===== src/rtl/div_pkg.sv =====
// Shared constants for the divider and its sign-fixup / HI-LO stage.
// Holds the default datapath width and the fixup FSM state encodings.
package div_pkg;

    localparam int DIV_WIDTH = 32;

    localparam logic [1:0] ST_IDLE  = 2'd0;
    localparam logic [1:0] ST_FIX   = 2'd1;
    localparam logic [1:0] ST_WRITE = 2'd2;
    localparam logic [1:0] ST_HOLD  = 2'd3;

endpackage


===== src/rtl/div_sign_fixup_hilo_twos_neg.sv =====
// Combinational two's-complement negation (invert plus one).
// Ports: a (operand), y (negated result), both WIDTH bits.
module twos_neg #(
    parameter int WIDTH = 32
) (
    input  logic [WIDTH-1:0] a,
    output logic [WIDTH-1:0] y
);

    assign y = ~a + WIDTH'(1);

endmodule


===== src/rtl/div_sign_fixup_hilo.sv =====
// Sign fixup of an unsigned divider result and HI/LO register file.
// Ports: clk/clr, in_valid/in_ready + quo/rem/sign/dz inputs,
// out_valid/out_ready + hi/lo/dz_flag, hi_wr/lo_wr/wdata direct write.
module div_sign_fixup_hilo
    import div_pkg::*;
#(
    parameter int WIDTH = DIV_WIDTH
) (
    input  logic             clk,
    input  logic             clr,
    input  logic             in_valid,
    output logic             in_ready,
    input  logic [WIDTH-1:0] quo,
    input  logic [WIDTH:0]   rem,
    input  logic             dvd_neg,
    input  logic             dvs_neg,
    input  logic             div_zero,
    output logic             out_valid,
    input  logic             out_ready,
    output logic [WIDTH-1:0] hi,
    output logic [WIDTH-1:0] lo,
    output logic             dz_flag,
    input  logic             hi_wr,
    input  logic             lo_wr,
    input  logic [WIDTH-1:0] wdata
);

    logic [1:0]       state;

    logic [WIDTH-1:0] l_quo;
    logic [WIDTH-1:0] l_rem;
    logic             l_dvd_neg;
    logic             l_dvs_neg;
    logic             l_dz;

    logic [WIDTH-1:0] f_lo;
    logic [WIDTH-1:0] f_hi;
    logic             f_dz;

    logic [WIDTH-1:0] quo_n;
    logic [WIDTH-1:0] rem_n;
    logic [WIDTH-1:0] fix_lo;
    logic [WIDTH-1:0] fix_hi;

    logic [WIDTH-1:0] hi_q;
    logic [WIDTH-1:0] lo_q;
    logic             ov_q;
    logic             dz_q;

    // The divider's extra remainder bit carries no information here.
    logic             rem_top_unused;
    assign rem_top_unused = rem[WIDTH];

    assign in_ready  = (state == ST_IDLE);
    assign out_valid = ov_q;
    assign hi        = hi_q;
    assign lo        = lo_q;
    assign dz_flag   = dz_q;

    twos_neg #(.WIDTH(WIDTH)) u_neg_quo (
        .a (l_quo),
        .y (quo_n)
    );

    twos_neg #(.WIDTH(WIDTH)) u_neg_rem (
        .a (l_rem),
        .y (rem_n)
    );

    // Truncating division: quotient sign is the XOR of operand signs,
    // remainder follows the dividend. Divide-by-zero bypasses both.
    always_comb begin
        fix_lo = l_quo;
        fix_hi = l_rem;
        if (l_dz) begin
            fix_lo = '1;
            fix_hi = l_rem;
        end else begin
            if (l_dvd_neg ^ l_dvs_neg)
                fix_lo = quo_n;
            if (l_dvd_neg)
                fix_hi = rem_n;
        end
    end

    always_ff @(posedge clk or posedge clr) begin
        if (clr) begin
            state     <= ST_IDLE;
            l_quo     <= '0;
            l_rem     <= '0;
            l_dvd_neg <= 1'b0;
            l_dvs_neg <= 1'b0;
            l_dz      <= 1'b0;
            f_lo      <= '0;
            f_hi      <= '0;
            f_dz      <= 1'b0;
            hi_q      <= '0;
            lo_q      <= '0;
            ov_q      <= 1'b0;
            dz_q      <= 1'b0;
        end else begin
            unique case (state)
                ST_IDLE: begin
                    if (in_valid) begin
                        l_quo     <= quo;
                        l_rem     <= rem[WIDTH-1:0];
                        l_dvd_neg <= dvd_neg;
                        l_dvs_neg <= dvs_neg;
                        l_dz      <= div_zero;
                        state     <= ST_FIX;
                    end
                end
                ST_FIX: begin
                    f_lo  <= fix_lo;
                    f_hi  <= fix_hi;
                    f_dz  <= l_dz;
                    state <= ST_WRITE;
                end
                ST_WRITE: begin
                    hi_q  <= f_hi;
                    lo_q  <= f_lo;
                    dz_q  <= f_dz;
                    ov_q  <= 1'b1;
                    state <= ST_HOLD;
                end
                ST_HOLD: begin
                    if (out_ready) begin
                        ov_q  <= 1'b0;
                        state <= ST_IDLE;
                    end
                end
                default: state <= ST_IDLE;
            endcase

            // Move-to-HI/LO loses to the division load in WRITE.
            if (state != ST_WRITE) begin
                if (hi_wr)
                    hi_q <= wdata;
                if (lo_wr)
                    lo_q <= wdata;
            end
        end
    end

endmodule


===== config.mk =====
export PLATFORM = sky130hd
export DESIGN_NAME = div_sign_fixup_hilo
export DESIGN_NICKNAME = d
export VERILOG_FILES = /design/src/rtl/div_pkg.sv /design/src/rtl/div_sign_fixup_hilo_twos_neg.sv /design/src/rtl/div_sign_fixup_hilo.sv
export SDC_FILE = /design/constraint.sdc
export NUM_CORES = 1
export LEC_CHECK = 0
export ABC_AREA = 1
export CAP_MARGIN = 15
export CORE_ASPECT_RATIO = 1.25
export CORE_MARGIN = 5
export CORE_UTILIZATION = 38
export DETAILED_ROUTE_END_ITERATION = 10
export GPL_TIMING_DRIVEN = 0
export PLACE_DENSITY = 0.72
export SLEW_MARGIN = 0
export SYNTH_ARGS = -nofsm -noshare
export SYNTH_HDL_FRONTEND = slang
export SYNTH_SLANG_ARGS = --single-unit

===== constraint.sdc =====
create_clock -name clk -period 7.6 [get_ports clk]
set_input_delay 1.52 -clock clk [delete_from_list [all_inputs] [get_ports clk]]
set_output_delay 1.52 -clock clk [all_outputs]
set_load 0.01 [all_outputs]

==> summary.txt, run 1 <==
Worst-margin pin slew: 0.799 ns
Syn_area_per_cell: 8.09 um^2
Synth Instances: 1,212
Min Tclk post-route: 3.27 ns
CTS Buf Count: 17
Core area: 0.0254 mm^2
Clk_skew: 0.00946 ns
Setup WS pre-CTS: 3.92 ns
Rel. slew slack: 46.8%
Initial core utilization: 38.6%
Max-cap viol count: 0
Rows: 65
Clock buffer depth: 2
Slew Limit Fails: 0
Worst-Skew Late Latency: 0.45 ns
Overall Power: 5.48 mW
IO Pins: 173
Cts hold-fix bufs: 0
DPL Wire Length: 25,000 um
Largest net degree at the start of global routing: 117
Syn Std Cell Area: 0.00981 mm^2
DRC: 0
Critical Path RT: 6.08 ns
First-pass DRT Iterations: 6
Sequential fraction of design power: 36.8%
Hold path endpoint: f_hi[23]
Post-route ant nets: 0
Die area: 0.0291 mm^2
Pint: 3.05 mW
Hold Crit Start: f_hi[23]
Cts repair resizes: 0
Clock share of power: 16.0%
CTS tree: done
VDD IR-drop max: 0.198 mV
Clock transition at path regs: 0.08 ns
Worst R2R Path Depth: 6
Worst setup margin: 4.33 ns
Crit path kind: flop to output pin
Post-synthesis sequential area ratio: 51.0%
Endpoint kind of the worst setup timing path: output pin
RSZ-0062 raised after global routing: no
R2R setup slack: 5.24 ns
Die Ht: 190 um
Arrival time at the worst endpoint: 1.75 ns
Total grt overflow: 0
First-pass GRT wire length: 49,300 um
Setup bufs post-CTS: 0
PD cells: 437 mW/mm^2
Area Growth Syn to Fin: 27.7%
Placer Congestion: 0.896
Final hold violations: 0
Share of layout cells above drive strength 1: 7.36%
Status: completed
Startpoint types: flop
Ys Warns: 0
Clock Sinks: 200
Psw: 2.43 mW
Port buffer count: 169
Setup Viol. Count Final: 0
Max Clk Rate: 306 MHz
Hold Path Depth: 2
Post-Route WL: 31,800 um
Syn Nets: 1,324
Worst hold path type: flop to flop
Leak: 5.44 nW
NumNets Final: 1,513
Switching Fraction: 44.3%
GRT Overall Usage: 21.6%
Yosys reg bits: 200
DR vias/cell: 5.24
Vias: 9,178
Reg-to-reg endpoint: l_quo[3]
DRT iter0 DRCs: 750
H-tree levels: 4
Number of global-route vias before repair: 8,909
CTS Root Cell: clkbuf_16
R2R Path Start: state[0]
Unique masters post-synth: 37
Average wire per standard cell: 18.1 um
Initial antenna violation count: 2
Combinational Power Share: 47.2%
CP max FO: 4
Die W: 154 um
Fin crit share: 43.1%
## worst max path at each step
stage	slack (ns)	endpoint	cells after the start	startpoint
detailed placement	3.92	l_rem[28]	5	in_valid
CTS	4.31	in_ready	3	state[1]
global placement	-1.84	l_quo[23]	2	clr
finish	4.33	in_ready	3	state[1]
global route	4.24	in_ready	3	state[0]
floorplan	0.63	dz_flag	1	clr
## synthesized netlist by cell type, drive strengths merged
master / number / area, um^2
inv: 110 / 413
o2bb2ai: 1 / 8.76
o21bai: 1 / 18.8
nand3: 84 / 443
o31ai: 1 / 12.5
o21ai: 49 / 253
o21a: 1 / 7.51
buf: 36 / 201
o211ai: 4 / 30.0
a31oi: 13 / 81.3
clkbuf: 27 / 101
nor2: 224 / 906
ha: 6 / 75.1
nor3: 67 / 335
o22ai: 71 / 444
xor2: 10 / 87.6
mux2: 2 / 22.5
clkinv: 2 / 8.75
nand3b: 2 / 15.0
a21oi: 70 / 350
dfrtp: 200 / 5000
nand2: 209 / 850
or2: 9 / 56.3
nand4: 13 / 81.3
## critical path: stages (launching register included)
cell             delay [ns]
dfrtp_1                0.41
inv_1                  0.11
ha_1                   0.23
clkdlybuf4s50_1        0.57
## power groups by stage
stage          clock network [mW]  registers (mW)  logic (mW)
4_1_cts                     0.884            2.00        2.59
6_report                    0.874            2.02        2.59
3_3_place_gp                    0            2.01        2.52
5_1_grt                     0.934            2.06        2.87
2_1_floorplan                   0            1.94        1.57
3_5_place_dp                    0            2.02        2.58
## logic make-up after synthesis
group / count (synthesis) / synth area share [%]
fa+ha+maj: 6 / 0.765
flops: 200 / 51.0
simple gates: 608 / 27.4
xor+xnor: 10 / 0.893
buf+inv: 175 / 7.39
compound gates: 211 / 12.3
mux: 2 / 0.230
## layout make-up
type | count | area, um^2
multi-input cells | 837 | 4080
flip-flops and latches | 200 | 5000
repair buffers | 170 | 1720
fillers | 2507 | 12900
clock inverters | 15 | 136
clock buffers | 17 | 425
well taps | 335 | 419
diodes | 2 | 5.00
plain buffers | 63 | 303
inverters | 112 | 429
## registers in the layout, summed over array words and instances, names as in the netlist
register and cells:
state 2, l_dvd_neg 1, l_dvs_neg 1, f_dz 1
f_hi 32, l_quo 32, lo 32, l_rem 32
dz_flag 1, out_valid 1, f_lo 32, l_dz 1
hi 32
## metal layers
| layer | up-vias | global-route usage (%) | routed length [um] |
|---|---|---|---|
| met5 | - | 0 | 0 |
| met4 | 0 | 8.53 | 1190 |
| met3 | 66 | 4.07 | 1910 |
| met2 | 336 | 36.7 | 15700 |
| met1 | 4371 | 27.5 | 13000 |
| li1 | 4405 | - | - |
## cells in the final DEF, fill, tap and decap left out, drive strengths merged, types with 4 or more instances in the layout
master,n
a31oi,13
a21oi,70
nand2,209
buf,37
xor2,10
inv,116
clkinv,9
o22ai,71
nor2,224
o211ai,4
nand4,13
clkdlybuf4s50,169
ha,6
nand3,84
or2,9
dfrtp,200
nor3,67
clkbuf,44
o21ai,49
## per-stage QoR
stage                     instances  setup TNS (ns)  cell area, um^2  hold slack, ns  utilization (%)
final                          1751               0            12500           0.494             49.3
after global routing           1751               0            12500           0.517             49.3
after global placement         1716         -363.05            11900           0.467             47.0
after detailed placement       1717               0            12000           0.473             47.1
after floorplan                1212               0             9810           0.449                -
after CTS                      1749               0            12500           0.491             49.3
Note: power is estimated with default switching activity, not from simulation.
==> run 2: changes to the inputs <==
--- a/config.mk
+++ b/config.mk
@@ -12,7 +12,7 @@
 export CORE_UTILIZATION = 38
 export DETAILED_ROUTE_END_ITERATION = 10
 export GPL_TIMING_DRIVEN = 0
-export PLACE_DENSITY = 0.72
+export PLACE_DENSITY = 0.74
 export SLEW_MARGIN = 0
 export SYNTH_ARGS = -nofsm -noshare
 export SYNTH_HDL_FRONTEND = slang
==> constraint.sdc (replaced) <==
create_clock -name clk -period 2.7 [get_ports clk]
set_input_delay 0.54 -clock clk [delete_from_list [all_inputs] [get_ports clk]]
set_output_delay 0.54 -clock clk [all_outputs]
set_load 0.01 [all_outputs]
==> summary.txt, run 2 (synthesis results as in run 1) <==
Status: completed
Cell Chain, Critical Path: inv_1 -> ha_1 -> nand2_1 -> buf_2 -> buf_1 -> a21oi_1
Vias: 9,252 (+0.81%)
Psw: 6.87 mW (+180%)
Clock share of power: 17.1% (+1.1 points)
CP max FO: 10 (+6)
Clock Sinks: 200 (unchanged)
Arrival time at the worst endpoint: 2.65 ns (+0.90 ns)
Setup bufs post-CTS: 0 (unchanged)
Combinational Power Share: 46.8% (-0.4 points)
Hold Path Depth: 2 (unchanged)
Final hold violations: 0 (unchanged)
Placer Congestion: 0.912 (+1.8%)
Final Core Density: 49.8% (+0.45 points)
Average wire per standard cell: 18.3 um (+0.73%)
Max Clk Rate: 427 MHz
Pint: 8.78 mW (+190%)
Area of the multi-input gates: 0.00408 mm^2 (unchanged)
Worst setup margin: 0.356 ns (-3.97 ns)
Clock buffer depth: 2 (unchanged)
Cts repair resizes: 0 (unchanged)
Most frequent cells in the layout: nor2_1 (214), dfrtp_1 (200), nand2_1 (193)
Initial core utilization: 38.6% (unchanged)
Min Tclk post-route: 2.34 ns
First-pass GRT wire length: 50,800 um (+3.0%)
Fin Setup TNS: 0 ns (unchanged)
Placed cells: 1,721 (+0.23%)
Endpoint kind of the worst setup timing path: flop
DRT iter0 DRCs: 724 (-3.5%)
ANT cells: 0 (-2)
Worst R2R Path Depth: 6 (unchanged)
Die area: 0.0291 mm^2 (unchanged)
Clk_skew: 0.0155 ns (+0.00604 ns)
Post-route ant nets: 0 (unchanged)
R2R setup slack: 0.36 ns (-4.88 ns)
Max-cap viol count: 0 (unchanged)
CTS Root Cell: clkbuf_16
GRT Overall Usage: 22.0% (+0.38 points)
DRC: 0 (unchanged)
Initial antenna violation count: 1 (-1)
IO Pins: 173 (unchanged)
Post-DP Area: 0.0120 mm^2 (+0.58%)
Area Growth Syn to Fin: 28.8%
Leak: 5.49 nW (+0.95%)
PD cells: 1240 mW/mm^2 (+180%)
H-tree levels: 4 (unchanged)
DR vias/cell: 5.28 (+0.69%)
Fin crit share: 86.8%
Worst hold path type: flop to flop
Final Cell Area: 0.0126 mm^2 (+0.92%)
Startpoint types: flop
Non-Filler Instances: 1,753 (+0.11%)
Die W: 154 um (unchanged)
DPL Wire Length: 25,400 um (+1.5%)
Setup WS pre-CTS: 0.0190 ns (-3.90 ns)
Port buffer count: 169 (unchanged)
Worst Setup EP: l_quo[2]
Reg-to-reg endpoint: l_quo[2]
CTS tree: done
Slowest CP cell: buf_1
Core area: 0.0254 mm^2 (unchanged)
R2R Path Start: state[0]
Worst-margin pin slew: 0.683 ns (-0.116 ns)
Post-Route WL: 32,000 um (+0.85%)
CTS Buf Count: 17 (unchanged)
Total grt overflow: 0 (unchanged)
Rows: 65 (unchanged)
Register area: 0.00500 mm^2 (unchanged)
Critical Path RT: 3.00 ns (-3.08 ns)
VDD IR-drop max: 0.524 mV (+160%)
Clock transition at path regs: 0.08 ns (about the same)
Die Ht: 190 um (unchanged)
Critical Path Source: state[0]
Largest net degree at the start of global routing: 43 (-63%)
RSZ-0062 raised after global routing: no
First-pass DRT Iterations: 6 (unchanged)
Final hold slack: 0.491 ns (-0.00303 ns)
NumNets Final: 1,517 (+0.26%)
Rel. slew slack: 54.5% (+7.7 points)
Fill count: 2,479 (-1.1%)
Overall Power: 15.7 mW (+190%)
Cts hold-fix bufs: 0 (unchanged)
Setup Viol. Count Final: 0 (unchanged)
Switching Fraction: 43.9% (-0.48 points)
Share of layout cells above drive strength 1: 7.55% (+0.19 points)
Slew Limit Fails: 0 (unchanged)
Crit path kind: flop to flop
Number of global-route vias before repair: 9,319 (+4.6%)
Crit path largest cell delay: 0.56 ns (about the same)
Worst-Skew Late Latency: 0.44 ns (about the same)
Most common cell after layout, fill and taps aside: nor2_1
Sequential fraction of design power: 36.2% (-0.6 points)
run 2: cell count changes in the layout (fill, tap and decap cells not counted), moves of 2 or more:
cell | previous run | this run
inv_8 | 4 | 2
clkinv_2 | 3 | 1
bufinv_16 | 0 | 2
diode_2 | 2 | 0
inv_6 | 3 | 5
buf_12 | 0 | 5
clkinv_4 | 4 | 2
run 2: worst min-delay path by stage:
stage | endpoint | from | slack, ns
finish | f_hi[27] | f_hi[27] | 0.49
global route | f_hi[20] | f_hi[20] | 0.51
CTS | f_hi[29] | f_hi[29] | 0.49
detailed placement | f_hi[21] | f_hi[21] | 0.47
global placement | f_hi[29] | f_hi[29] | 0.47
floorplan | f_hi[14] | f_hi[14] | 0.45
run 2: power by group through the flow:
stage / Combinational, mW / Clock [mW] / Sequential (mW)
3_5_place_dp: 7.30 / 0 / 5.67
5_1_grt: 8.13 / 2.82 / 5.81
6_report: 7.32 / 2.67 / 5.66
3_3_place_gp: 7.11 / 0 / 5.65
4_1_cts: 7.34 / 2.70 / 5.63
2_1_floorplan: 4.41 / 0 / 5.45
run 2: critical path: cells and delay by family (launching register included):
kind,cells,cell delay (ns)
flops,1,0.38
simple gates,1,0.39
buf+inv,3,1.00
fa+ha+maj,1,0.25
compound gates,1,0.17
run 2: area by class of cell:
type                       count  share of cell area [%]
sequential                   200                    39.6
multi-input combinational    837                    32.3
timing repair buffer         174                    14.2
clock buffer                  18                    3.40
inverter                     112                    3.37
tap                          335                    3.32
buffer                        63                    2.40
clock inverter                14                    1.46
run 2: routing by layer:
layer  wire, um  global-route usage [%]  vias up
li1           -                       -     4407
met1      12800                    27.3     4401
met2      15800                    37.6      371
met3       2260                    4.98       71
met4       1150                    8.36        2
met5         13                       0        -
